**config.mk**
```make
export PLATFORM = sky130hd
export DESIGN_NAME = cache_controller_flat
export DESIGN_NICKNAME = d
export VERILOG_FILES = /design/src/rtl/cache_controller_pkg.sv /design/src/rtl/cache_controller_if.sv /design/src/rtl/sat_counter.sv /design/src/rtl/cache_controller.sv /design/src/flat_wrapper.sv
export SDC_FILE = /design/constraint.sdc
export NUM_CORES = 1
export LEC_CHECK = 0
export BUFFER_PORTS_ARGS = -buffer_cell sky130_fd_sc_hd__buf_2
export CORE_AREA = 4 4 314 316
export CTS_BUF_LIST = sky130_fd_sc_hd__clkbuf_8 sky130_fd_sc_hd__clkbuf_16
export DETAILED_ROUTE_END_ITERATION = 10
export DIE_AREA = 0 0 318 320
export PLACE_DENSITY = 0.3
export SETUP_SLACK_MARGIN = 0.2
export SLEW_MARGIN = 25
export SYNTH_ARGS = -nofsm -noshare
export SYNTH_HDL_FRONTEND = slang
export SYNTH_SLANG_ARGS = --single-unit
```
**constraint.sdc**
```tcl
create_clock -name clock -period 3.62 [get_ports clock]
set_input_delay 0.724 -clock clock [delete_from_list [all_inputs] [get_ports clock]]
set_output_delay 0.724 -clock clock [all_outputs]
set_load 0.005 [all_outputs]
```
**src/rtl/cache_controller_pkg.sv**
```systemverilog
// Shared types and address-slicing constants for the cache controller.
package cache_ctrl_pkg;

    typedef enum logic [1:0] {
        IDLE      = 2'd0,
        WRITEBACK = 2'd1,
        FILL      = 2'd2
    } state_t;

    localparam int TAG_W     = 26;
    localparam int INDEX_W   = 2;
    localparam int BLOCK_W   = 128;
    localparam int TAG_LSB   = 6;
    localparam int INDEX_LSB = 4;
    localparam int WORD_LSB  = 2;

    function automatic logic [31:0] block_addr(input logic [31:0] addr);
        return {addr[31:4], 4'b0000};
    endfunction

endpackage

```
**src/rtl/cache_controller_if.sv**
```systemverilog
// CPU load/store port: the CPU side is master, the controller is slave.
interface cache_controller_if;
    logic        cpu_req;
    logic        cpu_we;
    logic        cpu_byte;
    logic [31:0] cpu_addr;
    logic [31:0] cpu_wdata;
    logic [31:0] cpu_rdata;
    logic        cpu_ready;

    modport master (
        output cpu_req, cpu_we, cpu_byte, cpu_addr, cpu_wdata,
        input  cpu_rdata, cpu_ready
    );

    modport slave (
        input  cpu_req, cpu_we, cpu_byte, cpu_addr, cpu_wdata,
        output cpu_rdata, cpu_ready
    );
endinterface

```
**src/rtl/sat_counter.sv**
```systemverilog
// Up-counter that sticks at all-ones instead of wrapping.
module sat_counter #(
    parameter int CNT_W = 16
) (
    input  logic             clock,
    input  logic             reset,
    input  logic             inc,
    output logic [CNT_W-1:0] value
);
    logic [CNT_W-1:0] count_reg;

    always_ff @(posedge clock) begin
        if (reset) begin
            count_reg <= '0;
        end else if (inc && (count_reg != '1)) begin
            count_reg <= count_reg + 1'b1;
        end
    end

    assign value = count_reg;
endmodule

```
**src/rtl/cache_controller.sv**
```systemverilog
// Miss sequencer for a 4-line direct-mapped write-back cache: dirty
// writeback, then block fill, then the re-lookup that completes the access.
module cache_controller
    import cache_ctrl_pkg::*;
#(
    parameter int CNT_W = 16
) (
    input  logic                 clock,
    input  logic                 reset,
    cache_controller_if.slave    cpu,
    output logic                 c_write_word,
    output logic                 c_write_block,
    output logic                 c_byte_access,
    output logic [INDEX_W-1:0]   c_index,
    output logic [1:0]           c_word,
    output logic [1:0]           c_byte,
    output logic [TAG_W-1:0]     c_tag_in,
    output logic [31:0]          c_word_in,
    output logic [BLOCK_W-1:0]   c_block_in,
    input  logic                 c_hit,
    input  logic                 c_dirty,
    input  logic                 c_word_valid,
    input  logic [31:0]          c_word_out,
    input  logic [BLOCK_W-1:0]   c_block_out,
    input  logic [TAG_W-1:0]     c_tag_out,
    output logic                 mem_req,
    output logic                 mem_we,
    output logic [31:0]          mem_addr,
    output logic [BLOCK_W-1:0]   mem_wdata,
    input  logic [BLOCK_W-1:0]   mem_rdata,
    input  logic                 mem_ack,
    output logic [CNT_W-1:0]     hit_count,
    output logic [CNT_W-1:0]     miss_count
);
    state_t             state_reg;
    logic [31:0]        wb_addr_reg;
    logic [BLOCK_W-1:0] wb_data_reg;
    logic               retry_reg;
    logic               idle_hit;
    logic               idle_miss;

    assign idle_hit  = (state_reg == IDLE) && cpu.cpu_req && c_hit && !reset;
    assign idle_miss = (state_reg == IDLE) && cpu.cpu_req && !c_hit && !reset;

    always_ff @(posedge clock) begin
        if (reset) begin
            state_reg   <= IDLE;
            wb_addr_reg <= '0;
            wb_data_reg <= '0;
            retry_reg   <= 1'b0;
        end else begin
            case (state_reg)
                IDLE: begin
                    if (cpu.cpu_req && c_hit) begin
                        retry_reg <= 1'b0;
                    end else if (cpu.cpu_req) begin
                        if (c_word_valid && c_dirty) begin
                            wb_data_reg <= c_block_out;
                            wb_addr_reg <= {c_tag_out, cpu.cpu_addr[INDEX_LSB +: INDEX_W], 4'b0000};
                            state_reg   <= WRITEBACK;
                        end else begin
                            state_reg <= FILL;
                        end
                    end
                end
                WRITEBACK: begin
                    if (mem_ack) state_reg <= FILL;
                end
                FILL: begin
                    // The next IDLE hit finishes this miss and is not a new hit.
                    if (mem_ack) begin
                        state_reg <= IDLE;
                        retry_reg <= 1'b1;
                    end
                end
                default: state_reg <= IDLE;
            endcase
        end
    end

    always_comb begin
        c_index       = cpu.cpu_addr[INDEX_LSB +: INDEX_W];
        c_word        = cpu.cpu_addr[WORD_LSB +: 2];
        c_byte        = cpu.cpu_addr[1:0];
        c_tag_in      = cpu.cpu_addr[TAG_LSB +: TAG_W];
        c_word_in     = cpu.cpu_wdata;
        c_byte_access = cpu.cpu_byte;
        c_block_in    = mem_rdata;
        cpu.cpu_rdata = c_word_out;
        cpu.cpu_ready = idle_hit;
        c_write_word  = idle_hit && cpu.cpu_we;
        c_write_block = (state_reg == FILL) && mem_ack && !reset;
        mem_req       = (state_reg != IDLE) && !reset;
        mem_we        = (state_reg == WRITEBACK);
        mem_addr      = (state_reg == WRITEBACK) ? wb_addr_reg : block_addr(cpu.cpu_addr);
        mem_wdata     = wb_data_reg;
    end

    sat_counter #(.CNT_W(CNT_W)) u_hit_cnt (
        .clock (clock),
        .reset (reset),
        .inc   (idle_hit && !retry_reg),
        .value (hit_count)
    );

    sat_counter #(.CNT_W(CNT_W)) u_miss_cnt (
        .clock (clock),
        .reset (reset),
        .inc   (idle_miss),
        .value (miss_count)
    );
endmodule

```
**src/flat_wrapper.sv**
```systemverilog
// flat-port wrapper written by rule: the top's interface ports become plain ports
module cache_controller_flat import cache_ctrl_pkg::*;
#(
    parameter int CNT_W = 16
)
  (clock, reset, c_write_word, c_write_block, c_byte_access, c_index, c_word, c_byte, c_tag_in, c_word_in, c_block_in, c_hit, c_dirty, c_word_valid, c_word_out, c_block_out, c_tag_out, mem_req, mem_we, mem_addr, mem_wdata, mem_rdata, mem_ack, hit_count, miss_count, cpu_cpu_req, cpu_cpu_we, cpu_cpu_byte, cpu_cpu_addr, cpu_cpu_wdata, cpu_cpu_rdata, cpu_cpu_ready);
  cache_controller_if cpu_i ();
  input  logic clock;
  input  logic reset;
  output logic c_write_word;
  output logic c_write_block;
  output logic c_byte_access;
  output logic [INDEX_W-1:0] c_index;
  output logic [1:0] c_word;
  output logic [1:0] c_byte;
  output logic [TAG_W-1:0] c_tag_in;
  output logic [31:0] c_word_in;
  output logic [BLOCK_W-1:0] c_block_in;
  input  logic c_hit;
  input  logic c_dirty;
  input  logic c_word_valid;
  input  logic [31:0] c_word_out;
  input  logic [BLOCK_W-1:0] c_block_out;
  input  logic [TAG_W-1:0] c_tag_out;
  output logic mem_req;
  output logic mem_we;
  output logic [31:0] mem_addr;
  output logic [BLOCK_W-1:0] mem_wdata;
  input  logic [BLOCK_W-1:0] mem_rdata;
  input  logic mem_ack;
  output logic [CNT_W-1:0] hit_count;
  output logic [CNT_W-1:0] miss_count;
  input wire logic [$bits(cpu_i.cpu_req)-1:0] cpu_cpu_req;
  input wire logic [$bits(cpu_i.cpu_we)-1:0] cpu_cpu_we;
  input wire logic [$bits(cpu_i.cpu_byte)-1:0] cpu_cpu_byte;
  input wire logic [$bits(cpu_i.cpu_addr)-1:0] cpu_cpu_addr;
  input wire logic [$bits(cpu_i.cpu_wdata)-1:0] cpu_cpu_wdata;
  output wire logic [$bits(cpu_i.cpu_rdata)-1:0] cpu_cpu_rdata;
  output wire logic [$bits(cpu_i.cpu_ready)-1:0] cpu_cpu_ready;
  assign cpu_i.cpu_req = cpu_cpu_req;
  assign cpu_i.cpu_we = cpu_cpu_we;
  assign cpu_i.cpu_byte = cpu_cpu_byte;
  assign cpu_i.cpu_addr = cpu_cpu_addr;
  assign cpu_i.cpu_wdata = cpu_cpu_wdata;
  assign cpu_cpu_rdata = cpu_i.cpu_rdata;
  assign cpu_cpu_ready = cpu_i.cpu_ready;
  cache_controller #(.CNT_W(CNT_W)) u_core (.clock(clock), .reset(reset), .cpu(cpu_i), .c_write_word(c_write_word), .c_write_block(c_write_block), .c_byte_access(c_byte_access), .c_index(c_index), .c_word(c_word), .c_byte(c_byte), .c_tag_in(c_tag_in), .c_word_in(c_word_in), .c_block_in(c_block_in), .c_hit(c_hit), .c_dirty(c_dirty), .c_word_valid(c_word_valid), .c_word_out(c_word_out), .c_block_out(c_block_out), .c_tag_out(c_tag_out), .mem_req(mem_req), .mem_we(mem_we), .mem_addr(mem_addr), .mem_wdata(mem_wdata), .mem_rdata(mem_rdata), .mem_ack(mem_ack), .hit_count(hit_count), .miss_count(miss_count));
endmodule
```
## Word level (Yosys, flattened, before mapping)

Index checks and enable logic that the tools add are counted.

- Add/subtract/negate cells: 2
- Eq/ne operators: 9
- Muxes and demuxes: 10
- Bitwise gates (word level): 1
- Reductions and logical operators: 23

Operators with widths:

| operator | number |
|---|---|
| 16-bit by 1-bit adder with 16-bit output (second input constant) | 2 |
| 32-bit two-way mux | 1 |
| 16-bit inequality test (second input constant) | 2 |
| 1-bit logical AND | 14 |
| 2-bit two-way mux | 5 |
| 2-bit inequality test (second input constant) | 4 |
| 4-bit AND reduction | 2 |
| 2-bit case mux with 3 select lines | 1 |
| 2-bit nonzero test | 2 |
| 1-bit zero test | 3 |
| 3-bit AND reduction | 1 |
| 2-bit by 1-bit == test with 1-bit output (second input constant) | 1 |
| 2-bit == test (second input constant) | 1 |
| 2-bit zero test | 1 |
| 1-bit two-way mux | 2 |
| 2-bit by 1-bit inequality test with 1-bit output (second input constant) | 1 |
| 1-bit case mux with 2 select lines | 1 |
| 1-bit NOT | 1 |

- Flip-flop bits (word level): 191
- Output and inout port bits: 422
- Word-level logic and storage cells: 51

## Logic depth before layout (Yosys ltp)

Gate-level depths: netlist (run 1).

- Depth after elaboration: 6
- Depth in mapped cells: 7

## By module

From an unflattened synthesis (run 1), not the netlist that was laid out.

- Cells, all modules: 1,158
- Area total of the unflattened synthesis: 10,085.9 um^2

By module, submodules not included:

| module | instances | cells an instance | area an instance (um^2) |
|---|---|---|---|
| cache_controller | 1 | 960 | 8,389.3 |
| sat_counter | 2 | 99 | 848.3 |

## Least setup slack after synthesis (run 1)

No wires, ideal clock.

- Kind: input -> output
- Start: input port reset
- End: output port mem_req
- Data arrival time: 1,819 ps
- Required time: 2,896 ps
- Setup slack: 1,077 ps
- Stages: 5
- Buffers on the path: 4
- Cells stage by stage: clkbuf_2 -> clkbuf_1 -> clkbuf_1 -> clkbuf_1 -> nor2_1

- Cells in the longest elaborated chain, start to end: 2

Ends and longest elaborated chain:

| item | RTL line | RTL |
|---|---|---|
| start, declared | flat_wrapper.sv:9 | `input logic reset;` |
| 1-bit zero test | cache_controller.sv:93 | `mem_req = (state_reg != IDLE) && !reset;` |
| 1-bit logical AND | cache_controller.sv:93 |  |
| end, declared | flat_wrapper.sv:25 | `output logic mem_req;` |

No other way between the ends.

## Worst setup path after layout (run 1)

- Start: register u_core.state_reg[0]
- End: output port mem_addr[29]

- Cells in the longest elaborated chain, start to end: 2

Ends and longest elaborated chain:

| item | RTL line | RTL |
|---|---|---|
| start, declared | cache_controller.sv:35 | `state_t state_reg;` |
| start signal, assigned | cache_controller.sv:47 | `state_reg <= IDLE;` |
| start signal, assigned | cache_controller.sv:60 | `state_reg <= WRITEBACK;` |
| start signal, assigned | cache_controller.sv:62 | `state_reg <= FILL;` |
| 2-bit by 1-bit == test with 1-bit output | cache_controller.sv:95 | `mem_addr = (state_reg == WRITEBACK) ? wb_addr_reg : block_addr(cpu.cpu_addr);` |
| 32-bit two-way mux | cache_controller.sv:95 |  |
| end, declared | flat_wrapper.sv:27 | `output logic [31:0] mem_addr;` |

No other way between the ends.

==> results of run 1 <==
==> per-layer routing <==
metal	GRT usage	up-vias
met5	0.004630	-
met4	0.04679	4
met3	0.03493	142
met2	0.1166	386
met1	0.07684	3722
li1	-	3963
==> per-stage QoR <==
stage	cells	worst slack, ps	util
finish	2617	654.7	0.1228
global route	2613	472.5	0.1227
CTS	2613	221.9	0.1227
detailed placement	2582	822.6	0.1169
global placement	2582	836.6	0.1169
floorplan	1169	1077	-
==> layout make-up <==
cell class | count | area, um^2
well taps | 1276 | 1597
clock buffers | 18 | 439.2
flip-flops and latches | 191 | 3824
repair buffers | 432 | 2286
clock inverters | 13 | 125.1
fillers | 11110 | 84200
diodes | 4 | 10.01
inverters | 5 | 18.77
multi-input cells | 678 | 3493
==> cells in the final DEF, fill, tap and decap left out, drive strengths merged, types with 4 or more instances in the layout <==
cell and count:
or4 11, o21ai 4, nand3 11, nand2 331, o31ai 12, diode 4, conb 4, a21oi 174
dfxtp 191, nor2 14, clkinv 5, inv 11, and4 8, nand4 11, nor3 11, clkbuf 18
mux2 34, nor4 6, buf 432, or3 4, nor2b 7
==> power groups by stage <==
stage                     sequential, mW  clock [mW]  combinational, mW
after global routing                2.17        2.13              0.438
after global placement              2.21           0              0.408
after floorplan                     2.21           0              0.348
after CTS                           2.16        2.08              0.408
after detailed placement            2.21           0              0.406
final                               2.16        1.92              0.393
==> logic make-up (layout without fill, tap and decap cells) <==
group,count (synthesis),in the layout,synth area share
DFF,191,191,0.4106
adders and majority gates,2,2,0.002687
other,1,8,0.0004027
and+or+nand+nor,431,431,0.2072
buffers and inverters,300,468,0.2174
muxes,37,37,0.04434
AOI/OAI and AO/OA,204,204,0.1173
==> path summary, 6_finish.rpt <==
check / to / cells after the start
max: mem_addr[29] / 4
min: u_core.mem_wdata[20] / 3
max reg2reg: u_core.mem_wdata[22] / 6
min reg2reg: u_core.mem_wdata[71] / 2
==> critical path: cells and delay by family, from the launching register on <==
family        cells  cell delay, ps
buf+inv           2             390
flops             1             490
mux               1             320
simple gates      1             540
==> timing repair <==
action	CTS	global route
resized for setup	0	1
hold endpoints to repair	0	0
endpoints found under the setup margin	0	1
==> results.cfg, run 1 <==
[clocking]
cts_setup_buffers = 0
clkLatencyLatePin_ps = 490
clock_path_buffers = 2
numCtsBuffers = 17
cts.sinks = 191
clk_pin_slew_ps = 80
htree_levels = 4
root_buffer = clkbuf_16
cts_tree = done
hold_buffers = 0

[yosys]
yosys_most_used_dff = dfxtp_1
ys_warn_count = 0
yosysSeqAreaShare = 0.4106
synth-edff-count = 0
ys_ff_latch = 191
synth_top_area_cell = dfxtp_1
synth_cell_type_count = 48
async_flop_share = 0
post-synth-top-count-cell = nand2_1
synth_commonest_cells = nand2_1 (331), buf_4 (232), dfxtp_1 (191)
synth_top_cell_area_share = 0.4106
netlist_instances = 1166
synth_area_um2 = 9311
syn_area_per_cell_um2 = 7.986
synth.area.top_cells = dfxtp_1 (41%), buf_4 (19%), nand2_1 (13%)

[grt]
grt_antenna_before_repair = 3
grt_pass1_vias = 8338
grtUsageTotal = 0.07292
grt_max_degree = 106
grt.overflow.total = 0
grt_pass1_wl_um = 54940

[routing]
wl_met1_um = 14750
drc = 0
detail_route.wirelength_um = 37960
wl_met3_um = 3655
wire_per_inst_um = 14.50
drt_first_pass_iters = 5
detail_route.vias_per_cell = 3.140
drt-initial-drc-count = 280
top_layer = met5
vias = 8217
wl_met2_um = 17510
drtAntennaViolNets = 0

[pwr]
switchingPower_mw = 1.239
sequentialPowerShare = 0.483
power_density_nw_per_um2 = 379.5
swShare = 0.2768
p_leak_nw = 4.609
vdd_ir_drop_max_v = 0.0003457
p_int_mw = 3.237
total_power_mw = 4.475
p_comb_frac = 0.088
pwr-share-clk = 0.429

[critical_path]
required_ps = 2900
cpMaxStageDelayCell = or2b_2
path_cells = or2b_2, buf_12, mux2_2, buf_2
cp-end-kind = primary output
r2r_setup_slack_ps = 1430
cp-start-kind = flip-flop
max_stage_delay_ps = 540
r2r-start = u_core.state_reg[1]
path_max_fanout = 19
crit_type = flip-flop to primary output
cp.arrival_ps = 2240
crit_start = u_core.state_reg[0]

[placement]
portBuffers = 410
gp_congestion = 0.7244
hpwl_um = 29360
post_dp_cell_area_um2 = 11220

[layout]
fin_area_um2 = 11790
largest_reg_flops = 128
layout-drive-gt1-share = 0.3815
area_delta_synth_final_pct = 26.65
fin_nets = 1714

[timing]
whs_ps = 451.9
hold_viol = 0
rsz0062_at_grt = false
slew_violations = 0
relSlewSlack = 0.5190
worst_slew_pin_slew_ps = 721.5
fmax_ghz = 0.3372
setup_viol = 0
timing.setup.tns_ps = 0
min_period_over_period = 0.8192
period_needed_ps = 2965
finClkSkew_ps = 15.31

[floorplan]
io_pins = 809
die-area_um2 = 101800
core_region_area_um2 = 95990
fp.dieW_um = 318
rows = 114
start_util = 0.09700
die_h_um = 320

[run]
drv_cap = 0

[min_path]
min_from = c_block_out[20]
hold_class = primary input to flip-flop

[run_status]
outcome = complete, no violations
Note: power is estimated with default switching activity, not from simulation.
==> inputs of run 2 (changes only) <==
Settings changed: ABC_AREA set to 1, CORE_AREA 4 4 314 316 to 4 4 310 312, DIE_AREA 0 0 318 320 to 0 0 314 316, PLACE_DENSITY 0.3 to 0.31.
Clock period 3.62 ns to 2.8 ns, I/O delays scaled along.
==> results.cfg, run 2 <==
[clocking]
cts_setup_buffers = 0
clock_path_buffers = 2
numCtsBuffers = 17
htree_levels = 4
root_buffer = clkbuf_16
clk_pin_slew_ps = 90
cts_tree = done
cts.sinks = 191
clkLatencyLatePin_ps = 490

[critical_path]
r2r-start = u_core.state_reg[0]
cp.arrival_ps = 1770
path_max_fanout = 59
crit_type = flip-flop to primary output
path_cells = nand2_2, clkbuf_8, o21ai_0, buf_2
max_stage_delay_ps = 450
cp-end-kind = primary output
required_ps = 2240
r2r-end = u_core.wb_addr_reg[14]
cpMaxStageDelayCell = dfxtp_1
rr_worst_depth = 6
crit_start = u_core.state_reg[0]
r2r_setup_slack_ps = 890
cp-start-kind = flip-flop

[timing]
setup_ws_ps = 474.9
whs_ps = 332.4
hold_viol = 0
timing.setup.tns_ps = 0
period_needed_ps = 2325
slew_violations = 0
min_period_over_period = 0.8304
setup_viol = 0
fmax_ghz = 0.4301
rsz0062_at_grt = false
finClkSkew_ps = 18.03

[routing]
wire_per_inst_um = 12.75
drt-initial-drc-count = 252
detail_route.wirelength_um = 34830
vias = 8450
drc = 0
detail_route.vias_per_cell = 3.094
drt_first_pass_iters = 5
drtAntennaViolNets = 0

[yosys]
synth_cell_type_count = 32
yosysSeqAreaShare = 0.3954
netlist_instances = 1312
ys_ff_latch = 191
ys_warn_count = 0
async_flop_share = 0
yosys_most_used_dff = dfxtp_1
synth_commonest_cells = buf_4 (232), dfxtp_1 (191), inv_1 (184)
syn_area_per_cell_um2 = 7.371
synth.area.top_cells = dfxtp_1 (40%), buf_4 (18%), a21oi_1 (8.9%)
synth_top_area_cell = dfxtp_1
post-synth-top-count-cell = buf_4
synth_top_cell_area_share = 0.3954
synth-edff-count = 0
synth_area_um2 = 9671

[grt]
grt_pass1_vias = 8347
grtUsageTotal = 0.06856
grt.overflow.total = 0
grt_pass1_wl_um = 50890
grt_max_degree = 102
grt_antenna_before_repair = 5

[layout]
fin_util = 0.1284
layout-drive-gt1-share = 0.3177
fin_cells = 2731
fin_area_um2 = 11950
layout_commonest_cell = buf_2
layout_common_cells = buf_2 (410), dfxtp_1 (191), inv_1 (184), a21oi_1 (172), o21ai_0 (170)
area_delta_synth_final_pct = 23.59
largest_reg_flops = 128
fin_nets = 1849

[run]
drv_cap = 0

[floorplan]
start_util = 0.1039
die_h_um = 316
die-area_um2 = 99220
core_region_area_um2 = 93050
rows = 112
fp.dieW_um = 314
io_pins = 809

[pwr]
vdd_ir_drop_max_v = 0.0004539
p_leak_nw = 4.987
total_power_mw = 6.034
power_density_nw_per_um2 = 504.9

[min_path]
hold_depth = 3
hold_class = primary input to flip-flop
min_from = c_block_out[11]
whs_endpoint = u_core.mem_wdata[11]

[placement]
dp_slack_ps = 627.0
post_dp_cell_area_um2 = 11350
portBuffers = 410
dp_cells = 2695
gp_congestion = 0.7487
hpwl_um = 26430

[run_status]
outcome = complete, no violations
==> run 2: cell types whose count changed after synthesis, sizes merged, moves of 7 or more <==
cell	before	now
buf	248	260
or4	11	0
and4	8	0
nand2	331	120
nor2	14	104
mux2	34	0
inv	5	186
nor2b	7	0
clkbuf	47	32
nand3	11	30
nor3	11	3
o21ai	4	191
o31ai	12	0
==> run 2: worst max path at each step <==
stage | cells past startpoint | to | slack, ps
after floorplan | 4 | c_write_word | 1160
after global placement | 8 | u_core.mem_wdata[92] | 650
after detailed placement | 8 | u_core.wb_addr_reg[22] | 630
after CTS | 6 | mem_addr[7] | 300
after global routing | 6 | mem_addr[5] | 220
final | 4 | mem_addr[4] | 470
==> run 2: report_power, final <==
group,switching [mW],internal [mW]
Combinational,0.314,0.261
Clock,1.33,1.29
Sequential,0.0425,2.80
==> run 2: cell families after synthesis <==
group           after synthesis  share of synthesized area
other cells                   1                  0.0003878
compound gates              370                     0.1927
buf+inv                     478                     0.2877
xor+xnor                      2                   0.001812
simple gates                268                     0.1194
flops                       191                     0.3954
fa+ha+maj                     2                   0.002587
==> run 2: what timing repair did <==
item,4_1_cts,5_1_grt
cloned,0,0
endpoints found under the hold margin,0,0
resized for setup,1,1
hold buffers,0,0
pin swaps,0,0
setup endpoints to repair,22,1
==> run 2: final cells by class <==
cell class / instances / area (um^2)
clock buffers: 18 / 439.2
multi-input cells: 646 / 3078
fillers: 10910 / 81100
clock inverters: 14 / 147.6
well taps: 1254 / 1569
diodes: 4 / 10.01
flip-flops and latches: 191 / 3824
repair buffers: 418 / 2181
inverters: 186 / 703.2
==> run 2: critical path: cells and delay by family (launching register included) <==
kind | cells | cell delay, ps
flip-flops | 1 | 450
buffers and inverters | 2 | 390
AO/OA/AOI/OAI | 1 | 250
AND/OR/NAND/NOR | 1 | 80
==> run 2: layer usage <==
layer  global-route usage  share of wire
met3              0.03926           0.13
met1              0.07171           0.38
met5                    0        0.00037
met2               0.1053           0.44
met4              0.04517          0.052
==> inputs of run 3 (changes only) <==
Clock period 2.8 ns to 2.4 ns, I/O delays scaled along.
==> results.cfg, run 3 (synthesized netlist as in run 2, its figures left out) <==
[layout]
layout_commonest_cell = buf_2
fin_area_um2 = 12190
fin_nets = 1864
antennaDiodeCount = 0
layout_common_cells = buf_2 (410), dfxtp_1 (189), inv_1 (183), a21oi_1 (172), o21ai_0 (156)
layout-drive-gt1-share = 0.3275
area_delta_synth_final_pct = 26.02
fin_util = 0.1310
largest_reg_flops = 128

[clocking]
htree_levels = 4
numCtsBuffers = 17
clkLatencyLatePin_ps = 510
cts_tree = done
clock_path_buffers = 2
hold_buffers = 0
cts.sinks = 191
cts_setup_buffers = 0
root_buffer = clkbuf_16
clk_pin_slew_ps = 80

[grt]
grt_max_degree = 81
grtUsageTotal = 0.07357
grt_pass1_wl_um = 53890
grt.overflow.total = 0
grt_pass1_vias = 8694
grt_antenna_before_repair = 6

[critical_path]
rr_worst_depth = 6
crit_start = u_core.state_reg[1]
cp-end-kind = primary output
crit_type = flip-flop to primary output
cp-start-kind = flip-flop
required_ps = 1920
r2r-start = u_core.u_miss_cnt.value[0]
crit_end = mem_addr[27]
r2r_setup_slack_ps = 570
cp.arrival_ps = 1610
r2r-end = u_core.u_miss_cnt.value[11]
path_max_fanout = 8

[timing]
setup_viol = 0
hold_viol = 0
setup_ws_ps = 310.4
timing.setup.tns_ps = 0
rsz0062_at_grt = true
period_needed_ps = 2090
slew_violations = 0
finClkSkew_ps = 8.914
fmax_ghz = 0.4786
min_period_over_period = 0.8707

[placement]
post_dp_cell_area_um2 = 11440
gp_congestion = 0.7583
portBuffers = 410
dp_slack_ps = 375.5
hpwl_um = 27110

[floorplan]
io_pins = 809
rows = 112
fp.dieW_um = 314
core_region_area_um2 = 93050
die-area_um2 = 99220
start_util = 0.1039
die_h_um = 316

[routing]
detail_route.vias_per_cell = 3.145
drtAntennaViolNets = 0
drt_first_pass_iters = 4
drc = 0
drt-initial-drc-count = 304
wire_per_inst_um = 13.67
vias = 8620
detail_route.wirelength_um = 37470

[pwr]
p_leak_nw = 5.096
power_density_nw_per_um2 = 582.3
vdd_ir_drop_max_v = 0.0005804

[run]
drv_cap = 0

[run_status]
outcome = complete, no violations

[min_path]
hold_class = primary input to flip-flop
-- run 3: how the worst min path moves through the flow --
stage	start	end	slack (ps)	cells past startpoint
floorplan	u_core.wb_addr_reg[10]	u_core.wb_addr_reg[10]	420	2
global placement	u_core.mem_wdata[114]	u_core.mem_wdata[114]	430	2
detailed placement	u_core.mem_wdata[0]	u_core.mem_wdata[0]	430	2
CTS	c_tag_out[24]	u_core.wb_addr_reg[30]	170	3
global route	c_tag_out[24]	u_core.wb_addr_reg[30]	200	3
finish	c_block_out[55]	u_core.mem_wdata[55]	230	3
-- run 3: critical path, cell delays in order (launching register included) --
cell and delay [ps]:
dfxtp_4 360, inv_4 80, nand2_8 120, buf_16 200, o21ai_0 160, buf_2 140
-- run 3: area by class of cell --
class	instances	area (um^2)
Tap cell	1254	1569
Fill cell	10930	80860
Multi-Input combinational cell	646	3098
Clock inverter	13	146.4
Timing Repair Buffer	433	2397
Sequential cell	191	3831
Inverter	186	705.7
Clock buffer	18	439.2
-- run 3: power breakdown --
part | total (mW) | switching (mW) | internal (mW) | leakage (nW)
clock | 3.07 | 1.57 | 1.50 | 0.284
combinational | 0.712 | 0.387 | 0.324 | 3.26
sequential | 3.32 | 0.0519 | 3.26 | 1.55
-- run 3: metal layers --
layer  track usage  part of all wire  up-vias  wire, um
li1              -                 -     4248         -
met1       0.07620              0.39     3841     14560
met2        0.1149              0.44      395     16480
met3       0.04228              0.12      128      4557
met4       0.04611             0.048        8      1809
met5             0            0.0015        -        57
-- run 3: what timing repair did --
action,4_1_cts,5_1_grt
pin swaps,1,1
resized for setup,12,16
gates cloned,4,1
endpoints found under the setup margin,24,20
-- run 3: stage by stage --
stage / hold slack (ps) / instances / total power, mW
after global routing: 195.5 / 2741 / 7.515
final: 233.5 / 2741 / 7.096
after global placement: 429.5 / 2705 / 4.100
after floorplan: 424.5 / 1315 / 3.988
after detailed placement: 432.2 / 2705 / 4.102
after CTS: 165.5 / 2740 / 7.348
